===== config.mk =====
export PLATFORM = sky130hd
export DESIGN_NAME = ras_ckpt
export DESIGN_NICKNAME = d
export VERILOG_FILES = /design/src/rtl/ras_ckpt.sv
export SDC_FILE = /design/constraint.sdc
export NUM_CORES = 1
export LEC_CHECK = 0
export BUFFER_PORTS_ARGS = -buffer_cell sky130_fd_sc_hd__buf_2
export CAP_MARGIN = 20
export CORE_MARGIN = 10
export CORE_UTILIZATION = 35
export DETAILED_ROUTE_END_ITERATION = 8
export SETUP_SLACK_MARGIN = 0.2
export SLEW_MARGIN = 20
export SYNTH_ARGS = -nofsm -noshare
export SYNTH_HDL_FRONTEND = slang
export SYNTH_SLANG_ARGS = --single-unit

===== constraint.sdc =====
create_clock -name clk -period 7 [get_ports clk]
set_input_delay 1.05 -clock clk [delete_from_list [all_inputs] [get_ports clk]]
set_output_delay 1.05 -clock clk [all_outputs]
set_load 0.05 [all_outputs]

===== src/rtl/ras_ckpt.sv =====
// Return-address stack with recursion counters and checkpoint/restore.
// The stack is a circular buffer indexed by tos; a full push overwrites the oldest entry.
module ras_ckpt #(
  parameter  int DEPTH  = 8,
  parameter  int DATA_W = 33,
  parameter  int CNT_W  = 2,
  localparam int PTR_W  = $clog2(DEPTH)
) (
  input  logic              clk,
  input  logic              reset,
  input  logic              flush,
  input  logic              push_req,
  input  logic [DATA_W-1:0] push_data,
  input  logic              pop_req,
  output logic              top_valid,
  output logic [DATA_W-1:0] top_data,
  output logic              overflow,
  output logic [PTR_W-1:0]  ckpt_ptr,
  output logic [PTR_W:0]    ckpt_occ,
  output logic [DATA_W-1:0] ckpt_data,
  output logic [CNT_W-1:0]  ckpt_cnt,
  input  logic              restore_req,
  input  logic [PTR_W-1:0]  restore_ptr,
  input  logic [PTR_W:0]    restore_occ,
  input  logic [DATA_W-1:0] restore_data,
  input  logic [CNT_W-1:0]  restore_cnt
);

  typedef struct packed {
    logic              valid;
    logic [DATA_W-1:0] data;
    logic [CNT_W-1:0]  cnt;
  } ent_t;

  localparam logic [CNT_W-1:0] CNT_MAX  = {CNT_W{1'b1}};
  localparam logic [PTR_W:0]   OCC_FULL = (PTR_W+1)'(DEPTH);

  ent_t             ent_q [DEPTH];
  ent_t             ent_d [DEPTH];
  logic [PTR_W-1:0] tos_q, tos_d;
  logic [PTR_W:0]   occ_q, occ_d;
  logic             overflow_q, overflow_d;

  ent_t             top;
  logic [PTR_W-1:0] tos_inc, tos_dec;
  logic             empty;
  logic             merge;

  assign top     = ent_q[tos_q];
  assign tos_inc = tos_q + 1'b1;
  assign tos_dec = tos_q - 1'b1;
  assign empty   = (occ_q == '0);
  // Repeated push of the current return address just bumps the recursion count.
  assign merge   = top.valid && (top.data == push_data) && (top.cnt != CNT_MAX);

  always_comb begin
    for (int i = 0; i < DEPTH; i++) ent_d[i] = ent_q[i];
    tos_d      = tos_q;
    occ_d      = occ_q;
    overflow_d = 1'b0;

    if (reset || flush) begin
      for (int i = 0; i < DEPTH; i++) ent_d[i] = '0;
      tos_d = '0;
      occ_d = '0;
    end else if (restore_req) begin
      tos_d              = restore_ptr;
      occ_d              = restore_occ;
      ent_d[restore_ptr] = '{valid: (restore_occ != '0), data: restore_data, cnt: restore_cnt};
    end else if (push_req && pop_req) begin
      ent_d[tos_q] = '{valid: 1'b1, data: push_data, cnt: '0};
      if (empty) occ_d = (PTR_W+1)'(1);
    end else if (push_req) begin
      if (merge) begin
        ent_d[tos_q].cnt = top.cnt + 1'b1;
      end else begin
        tos_d          = tos_inc;
        ent_d[tos_inc] = '{valid: 1'b1, data: push_data, cnt: '0};
        // When full, tos_inc lands on the oldest entry, so it is simply overwritten.
        if (occ_q == OCC_FULL) overflow_d = 1'b1;
        else                   occ_d      = occ_q + 1'b1;
      end
    end else if (pop_req && !empty) begin
      if (top.cnt != '0) begin
        ent_d[tos_q].cnt = top.cnt - 1'b1;
      end else begin
        ent_d[tos_q].valid = 1'b0;
        tos_d              = tos_dec;
        occ_d              = occ_q - 1'b1;
      end
    end
  end

  always_ff @(posedge clk) begin
    for (int i = 0; i < DEPTH; i++) ent_q[i] <= ent_d[i];
    tos_q      <= tos_d;
    occ_q      <= occ_d;
    overflow_q <= overflow_d;
  end

  assign top_valid = !empty;
  assign top_data  = empty ? '0 : top.data;
  assign overflow  = overflow_q;
  assign ckpt_ptr  = tos_q;
  assign ckpt_occ  = occ_q;
  assign ckpt_data = top_data;
  assign ckpt_cnt  = empty ? '0 : top.cnt;

endmodule


* Word-level counts from Yosys, hierarchy flattened
Memory sizes are Yosys's and may differ from the RTL's. A register that Yosys moved wholly into a read port is not among the register bits. Index checks and enable logic that the tools add are counted.
Word-level totals: register bits after elaboration 8, RAM bits 288, logic and storage cells 89, memories 1
Memory list:
- ent_q | words 8, width 36, rd ports 9, clocked after memory_dff 1, wr ports 8, line 38 | ent_t ent_q [DEPTH];
Cells by class: add/subtract/negate cells 6, magnitude comparators 6, eq/ne operators 10, mux-type cells 42, bitwise logic cells 4, reduce and logical (&&, ||, !) cells 17
Operators by type and width (count):
- $mux 288 | 7
- $bwmux 288 | 6
- $demux 36 s3 | 5
- $mux 36 | 4
- $eq 33x33->1 | 1
- $mux 33 | 1
- $mux 4 | 8
- $mux 3 | 8
- $ge 4x4->1 const B | 3
- $lt 4x1->1 const B | 3
- $not 3->4 | 3
- $ne 3x3->1 const B | 3
- $ne 4x4->1 const B | 2
- $reduce_bool 4->1 | 2
- $logic_and 1x1->1 | 7
- $reduce_and 5->1 | 1
- $reduce_or 5->1 | 1
- $add 4x1->4 const B | 1
- $eq 4x4->1 const B | 1
- $logic_not 4->1 | 1
- $mux 2 | 2
- $ne 2x2->1 const B | 2
- $ne 4x3->1 const B | 1
- $reduce_and 4->1 | 1
- other kinds (11) | 11

* Depth between registers and ports, before layout
Gate-level depths: netlist of run 1.
word-level depth 12, mapped depth 19

* Worst setup path after synthesis of run 1
Ideal clock, no wire load.
kind reg-to-reg, from register (tool-made name), to memory ent_q[0][10] (netlist name), setup time 0.117 ns, data arrival time 3.940 ns, required time 6.883 ns, path slack 2.943 ns, cell stages (with the launch flop) 16, path through dfxtp_1 buf_4 buf_4 buf_4 buf_6 buf_4 mux4_2 mux2_2 ha_1 or4_4 nor4_4 nand4_2 a311oi_1 nor2_1 buf_2 a22o_1
RTL lines (line):
- end, declared | 38

==> flow_summary.ini, run 1 <==
[timing]
hold_viol_final = 0
setup_tns_ns = 0
tightestPinTransition_ns = 1.05
setup_viol_count_final = 0
clock.fmax_mhz = 181
rsz0062_at_grt = false
period_minus_slack_ns = 5.52
final-max-slew-violation-count = 0
max_slew_margin_pct = 29.9
clock_skew_ns = 0.0200
hold_ws_ns = 0.447
min_period_over_period_pct = 78.9
timing.final.ws_setup_ns = 1.48

[drt]
ant_nets = 0
vias_per_cell = 6.28
first_pass_iters = 6
wl_per_cell_um = 26.4
drtIter0Drc = 2227
drc = 0
wirelength_um = 72600
num_vias = 17272

[floorplan]
ios = 158
rows = 82
dieHeight_um = 244
dieWidth_um = 244
start_util_pct = 35.2
die-area_um2 = 59600
core_um2 = 50000

[synth]
synthesis.area_um2 = 17600
seq_area_frac_synth_pct = 34.0
synth_ff_type = dfxtp_1
synth.avg_cell_area_um2 = 8.48
yosys_warnings = 0
synth_area_leaders = dfxtp_1 (34%), o22a_1 (9.9%), a21oi_1 (7.7%)
yosys.area.top_type = dfxtp_1
synth_most_common_cell = dfxtp_1
synth_edf_count = 0
synth_seq_cells = 299
synth_nets = 2163
synth_top_area_share_pct = 34.0
syn_inst = 2075
ys_types = 82
synth_common_cells = dfxtp_1 (299), a21oi_1 (271), o22a_1 (198)
async_flop_share_pct = 0

[clock_network]
clk_latency_ns = 0.55
cts_tree = done
root_buffer = clkbuf_16
postCtsSetupRepairBufs = 0
clock_path_buffers = 3
cts_resized = 0
cts_hold_buffers = 0
cts.clk_slew.worst_paths_ns = 0.06
cts_sinks = 299
h-tree-depth = 2
numCtsBuffers = 37

[placement]
dp_hpwl_um = 42700
place_ws_ns = 1.59
numPortBuffers = 157
gp_congestion = 0.948

[worst_hold_path]
min_path_type = register to register

[power_and_ir_drop]
p_per_area_nw_per_um2 = 233
ir_drop_uv = 127
p_leak_nw = 6.87

[grt]
grt_use_total_pct = 23.3
overflow = 0
grt_pass1_wl_um = 109000
grt_pass1_vias = 16718
antenna_found_initial = 0
grt_start_max_net_pins = 223

[job]
cap_viol_max_count = 0

[status]
status = completed

[final_layout]
antenna_cells = 0
area_delta_synth_final_pct = 11.8
nets = 2141
layout-drive-gt1-share_pct = 18.0

[critical_path]
end_kind = register
crit_fanout = 25
cp.required_ns = 7.39
crit_arrival_ns = 5.91
crit_type = register to register
start_kind = register
[sequential cells by signal (all words and copies together) (netlist names), named ones only]
register	cells
ckpt_occ	4
ckpt_ptr	3
ent_q	288
overflow	1
[cells in the final DEF, fill, tap and decap left out, drive strengths merged, types with 11 or more instances in the layout]
master,count
xor2,19
nor2,87
nand3,17
o21ai,307
a22o,37
clkinv,13
nand2b,40
mux2,18
inv,40
a31oi,11
mux4,54
o22ai,42
nand2,124
nor3,22
clkbuf,52
o22a,198
buf,197
dfxtp,299
mux2i,54
nor2b,12
a21oi,271
a211oi,12
[final timing paths]
| path | startpoint | end | slack, ns | cells past startpoint |
|---|---|---|---|---|
| worst min register to register | ent_q[1][10]$_SDFFE_PP0P_ | ent_q[1][10]$_SDFFE_PP0P_ | 0.45 | 2 |
| worst min-delay path | ent_q[1][10]$_SDFFE_PP0P_ | ent_q[1][10]$_SDFFE_PP0P_ | 0.45 | 2 |
| worst max register to register | register | ent_q[7][34]$_SDFFE_PP0P_ | 1.48 | 12 |
| worst max-delay path | register | ent_q[7][34]$_SDFFE_PP0P_ | 1.48 | 12 |
[logic make-up after synthesis]
| kind of cell | Yosys count | synth area share (%) |
|---|---|---|
| muxes | 126 | 11.2 |
| adders and majority gates | 7 | 0.541 |
| and+or+nand+nor | 357 | 9.97 |
| xor gates and xnor gates | 29 | 1.44 |
| buffers and inverters | 300 | 7.92 |
| AOI/OAI and AO/OA | 957 | 34.9 |
| DFF | 299 | 34.0 |
[worst max-delay path, stage by stage (launching register included)]
cell	delay, ns
dfxtp_2	0.93
buf_4	0.38
mux4_2	0.33
mux2i_1	0.34
xor2_1	0.37
nand3_1	0.32
nor4_4	0.71
nand4_2	0.13
buf_4	0.30
a32oi_4	0.92
buf_4	0.36
o22a_1	0.15
a21oi_1	0.06
[where the power goes]
part	switching, mW	internal (mW)
clock	0.795	1.15
combinational	0.576	0.233
sequential	0.0610	1.77
total	1.43	3.15
[per-layer routing]
layer,vias to the layer above,routed length [um],global-route usage (%),part of all wire (%)
li1,7712,-,-,-
met1,8322,28800,29.6,40
met2,1021,33200,37.3,46
met3,217,7320,4.83,10
met4,0,3320,10.8,4.6
met5,-,0,0,0
[final cells by class]
class                   instances  area, um^2
fillers                      5053       30300
flip-flops and latches        299        5990
multi-input cells            1476       10300
clock buffers                  52        1070
clock inverters                14         141
repair buffers                197        1110
inverters                      42         158
well taps                     672         841
[metrics by stage]
step	utilization (%)	power, mW	instance area, um^2	instances
6_report	39.4	4.58	19700	2752
5_1_grt	39.4	4.71	19700	2752
4_1_cts	39.4	4.58	19700	2752
3_5_place_dp	36.9	2.65	18400	2686
3_3_place_gp	36.9	2.64	18400	2686
2_1_floorplan	-	2.39	17600	2075
Power figures use the tool's default switching activity.
==> inputs of run 2 (changes only) <==
--- a/config.mk
+++ b/config.mk
@@ -5,6 +5,7 @@
 export SDC_FILE = /design/constraint.sdc
 export NUM_CORES = 1
 export LEC_CHECK = 0
+export ABC_AREA = 1
 export BUFFER_PORTS_ARGS = -buffer_cell sky130_fd_sc_hd__buf_2
 export CAP_MARGIN = 20
 export CORE_MARGIN = 10
==> constraint.sdc (replaced) <==
create_clock -name clk -period 4.7 [get_ports clk]
set_input_delay 0.705 -clock clk [delete_from_list [all_inputs] [get_ports clk]]
set_output_delay 0.705 -clock clk [all_outputs]
set_load 0.05 [all_outputs]
==> flow_summary.ini, run 2 <==
[grt]
antenna_found_initial = 2
grt_pass1_wl_um = 135000
overflow = 0
grt_use_total_pct = 23.4
grt_pass1_vias = 22317
grt_start_max_net_pins = 124

[clock_network]
postCtsSetupRepairBufs = 0
clock_path_buffers = 3
cts.clk_slew.worst_paths_ns = 0.06
cts_tree = done
h-tree-depth = 2
cts_hold_buffers = 0
clk_latency_ns = 0.58
cts_sinks = 299
numCtsBuffers = 38
root_buffer = clkbuf_16
cts_resized = 0

[final_layout]
fillers = 7052
antenna_cells = 0
layout_commonest_cell = nand2_1
top_register = ent_q
stdcell_count = 4995
layout-drive-gt1-share_pct = 7.19
largest_reg_flops = 288
final_core_util_pct = 39.2
area_delta_synth_final_pct = 10.7
nets = 4223
final_cell_mix = nand2_1 (1366), nor2_1 (792), inv_1 (668), a21oi_1 (331), dfxtp_1 (296)

[timing]
setup_viol_count_final = 0
period_minus_slack_ns = 4.10
setup_tns_ns = 0
min_period_over_period_pct = 87.1
clock_skew_ns = 0.0263
timing.final.ws_setup_ns = 0.604
hold_viol_final = 0
tightestPinTransition_ns = 1.00
rsz0062_at_grt = false
clock.fmax_mhz = 244
final-max-slew-violation-count = 0
max_slew_margin_pct = 33.3

[synth]
synth_common_cells = nand2_1 (1373), nor2_1 (795), inv_1 (669)
synth_top_family_by_area = simple AND/OR/NAND/NOR gates
synthesis.area_um2 = 22000
ys_types = 39
synth_top_area_share_pct = 27.3
synth_seq_cells = 299
syn_inst = 4136
synth-adder-area-share_pct = 0.433
synth_edf_count = 0
async_flop_share_pct = 0
synthMuxAreaShare_pct = 0
synth-simple-area-share_pct = 44.4
synth_area_leaders = dfxtp_1 (27%), nand2_1 (23%), nor2_1 (14%)
synth_ff_type = dfxtp_1
yosys_warnings = 0
yosys.area.top_type = dfxtp_1
synth.avg_cell_area_um2 = 5.31
synth_compound_area_share_pct = 9.83
seq_area_frac_synth_pct = 27.3
synth_nets = 4224
yosys.area_share.xor_xnor_pct = 0.160
synth_most_common_cell = nand2_1

[drt]
drtIter0Drc = 2638
vias_per_cell = 4.96
drc = 0
wirelength_um = 89400
ant_nets = 0
num_vias = 24769
first_pass_iters = 6
wl_per_cell_um = 17.9

[floorplan]
dieWidth_um = 270
dieHeight_um = 270
die-area_um2 = 73100
start_util_pct = 35.4
rows = 91
ios = 158
core_um2 = 61900

[placement]
gp_congestion = 0.933
numPortBuffers = 157
dpl.cell_count = 4932
place_ws_ns = 0.761
dp_hpwl_um = 55000

[critical_path]
crit_type = register to register
cp.required_ns = 5.15
crit_arrival_ns = 4.55
rr_worst_depth = 20
end_kind = register
start_kind = register
crit_fanout = 61

[power_and_ir_drop]
p_comb_share_pct = 27.8
seqPwrFrac_pct = 34.6
p_leak_nw = 12.8
p_sw_mw = 2.90
cell_internal_pwr_mw = 4.86
swShare_pct = 37.4
p_per_area_nw_per_um2 = 319
clock_power_share_pct = 37.7
ir_drop_uv = 197

[job]
cap_viol_max_count = 0

[worst_hold_path]
holdPathStages = 4
min_path_type = register to register

[status]
status = completed
-- run 2: cell types whose count changed after synthesis, sizes merged, moves of 198 or more --
cell	delta
nand2	+1250
nor2	+709
inv	+634
o21ai	-251
nand3	+246
o22a	-198
-- run 2: final timing paths --
path / slack, ns / startpoint / endpoint
worst max-delay path: 0.60 / register / ent_q[5][21]$_SDFFE_PP0P_
worst min-delay path: 0.52 / ent_q[4][35]$_SDFFE_PP0P_ / ent_q[4][35]$_SDFFE_PP0P_
worst max register to register: 0.60 / register / ent_q[5][21]$_SDFFE_PP0P_
worst min register to register: 0.52 / ent_q[4][35]$_SDFFE_PP0P_ / ent_q[4][35]$_SDFFE_PP0P_
-- run 2: stage by stage --
stage / power, mW / hold WS, ns / cell area, um^2
floorplan: 4.22 / 0.486 / 22000
finish: 7.76 / 0.517 / 24300
global route: 8.08 / 0.544 / 24300
global placement: 4.83 / 0.503 / 23100
CTS: 7.75 / 0.516 / 24300
detailed placement: 4.85 / 0.503 / 23100
-- run 2: kinds of logic after synthesis --
group,count (synthesis)
AO/OA/AOI/OAI,416
XOR/XNOR,4
adder cells (fa/ha/maj),7
buffers and inverters,939
flip-flops,299
AND/OR/NAND/NOR,2471
-- run 2: power by group through the flow --
| stage | registers, mW | clock network, mW | logic (mW) |
|---|---|---|---|
| 4_1_cts | 2.68 | 2.96 | 2.12 |
| 3_3_place_gp | 2.73 | 0 | 2.10 |
| 5_1_grt | 2.69 | 3.04 | 2.35 |
| 2_1_floorplan | 2.74 | 0 | 1.48 |
| 3_5_place_dp | 2.74 | 0 | 2.11 |
| 6_report | 2.68 | 2.92 | 2.15 |
-- run 2: layout make-up --
cell class,count,area (um^2),area share [%]
Sequential cell,299,5990,24.7
Tap cell,837,1050,4.31
Clock buffer,59,1120,4.61
Clock inverter,4,63.8,0.263
Multi-Input combinational cell,2898,12100,49.8
Inverter,681,2570,10.6
Timing Repair Buffer,217,1400,5.77
-- run 2: routing by layer --
metal	track usage, %	wire length, um
met4	8.16	2960
met1	31.3	38300
met5	0	0
met3	4.08	9250
met2	37.3	38800
-- run 2: critical path, stage by stage, from the launching register on --
cell and delay [ns]:
dfxtp_4 0.36, inv_4 0.54, buf_12 0.40, nand2_1 0.10, nand3_1 0.08, nand3_1 0.11, nand2_1 0.22, nand2_1 0.22
nand2_1 0.12, nor2_1 0.05, nand2_1 0.05, nor2_1 0.04, nand3_1 0.10, nor2_2 0.06, nand2_2 0.28, nand3_4 0.55
buf_4 0.38, nor2_1 0.10, nand2_1 0.05, nand2_1 0.06, inv_1 0.04
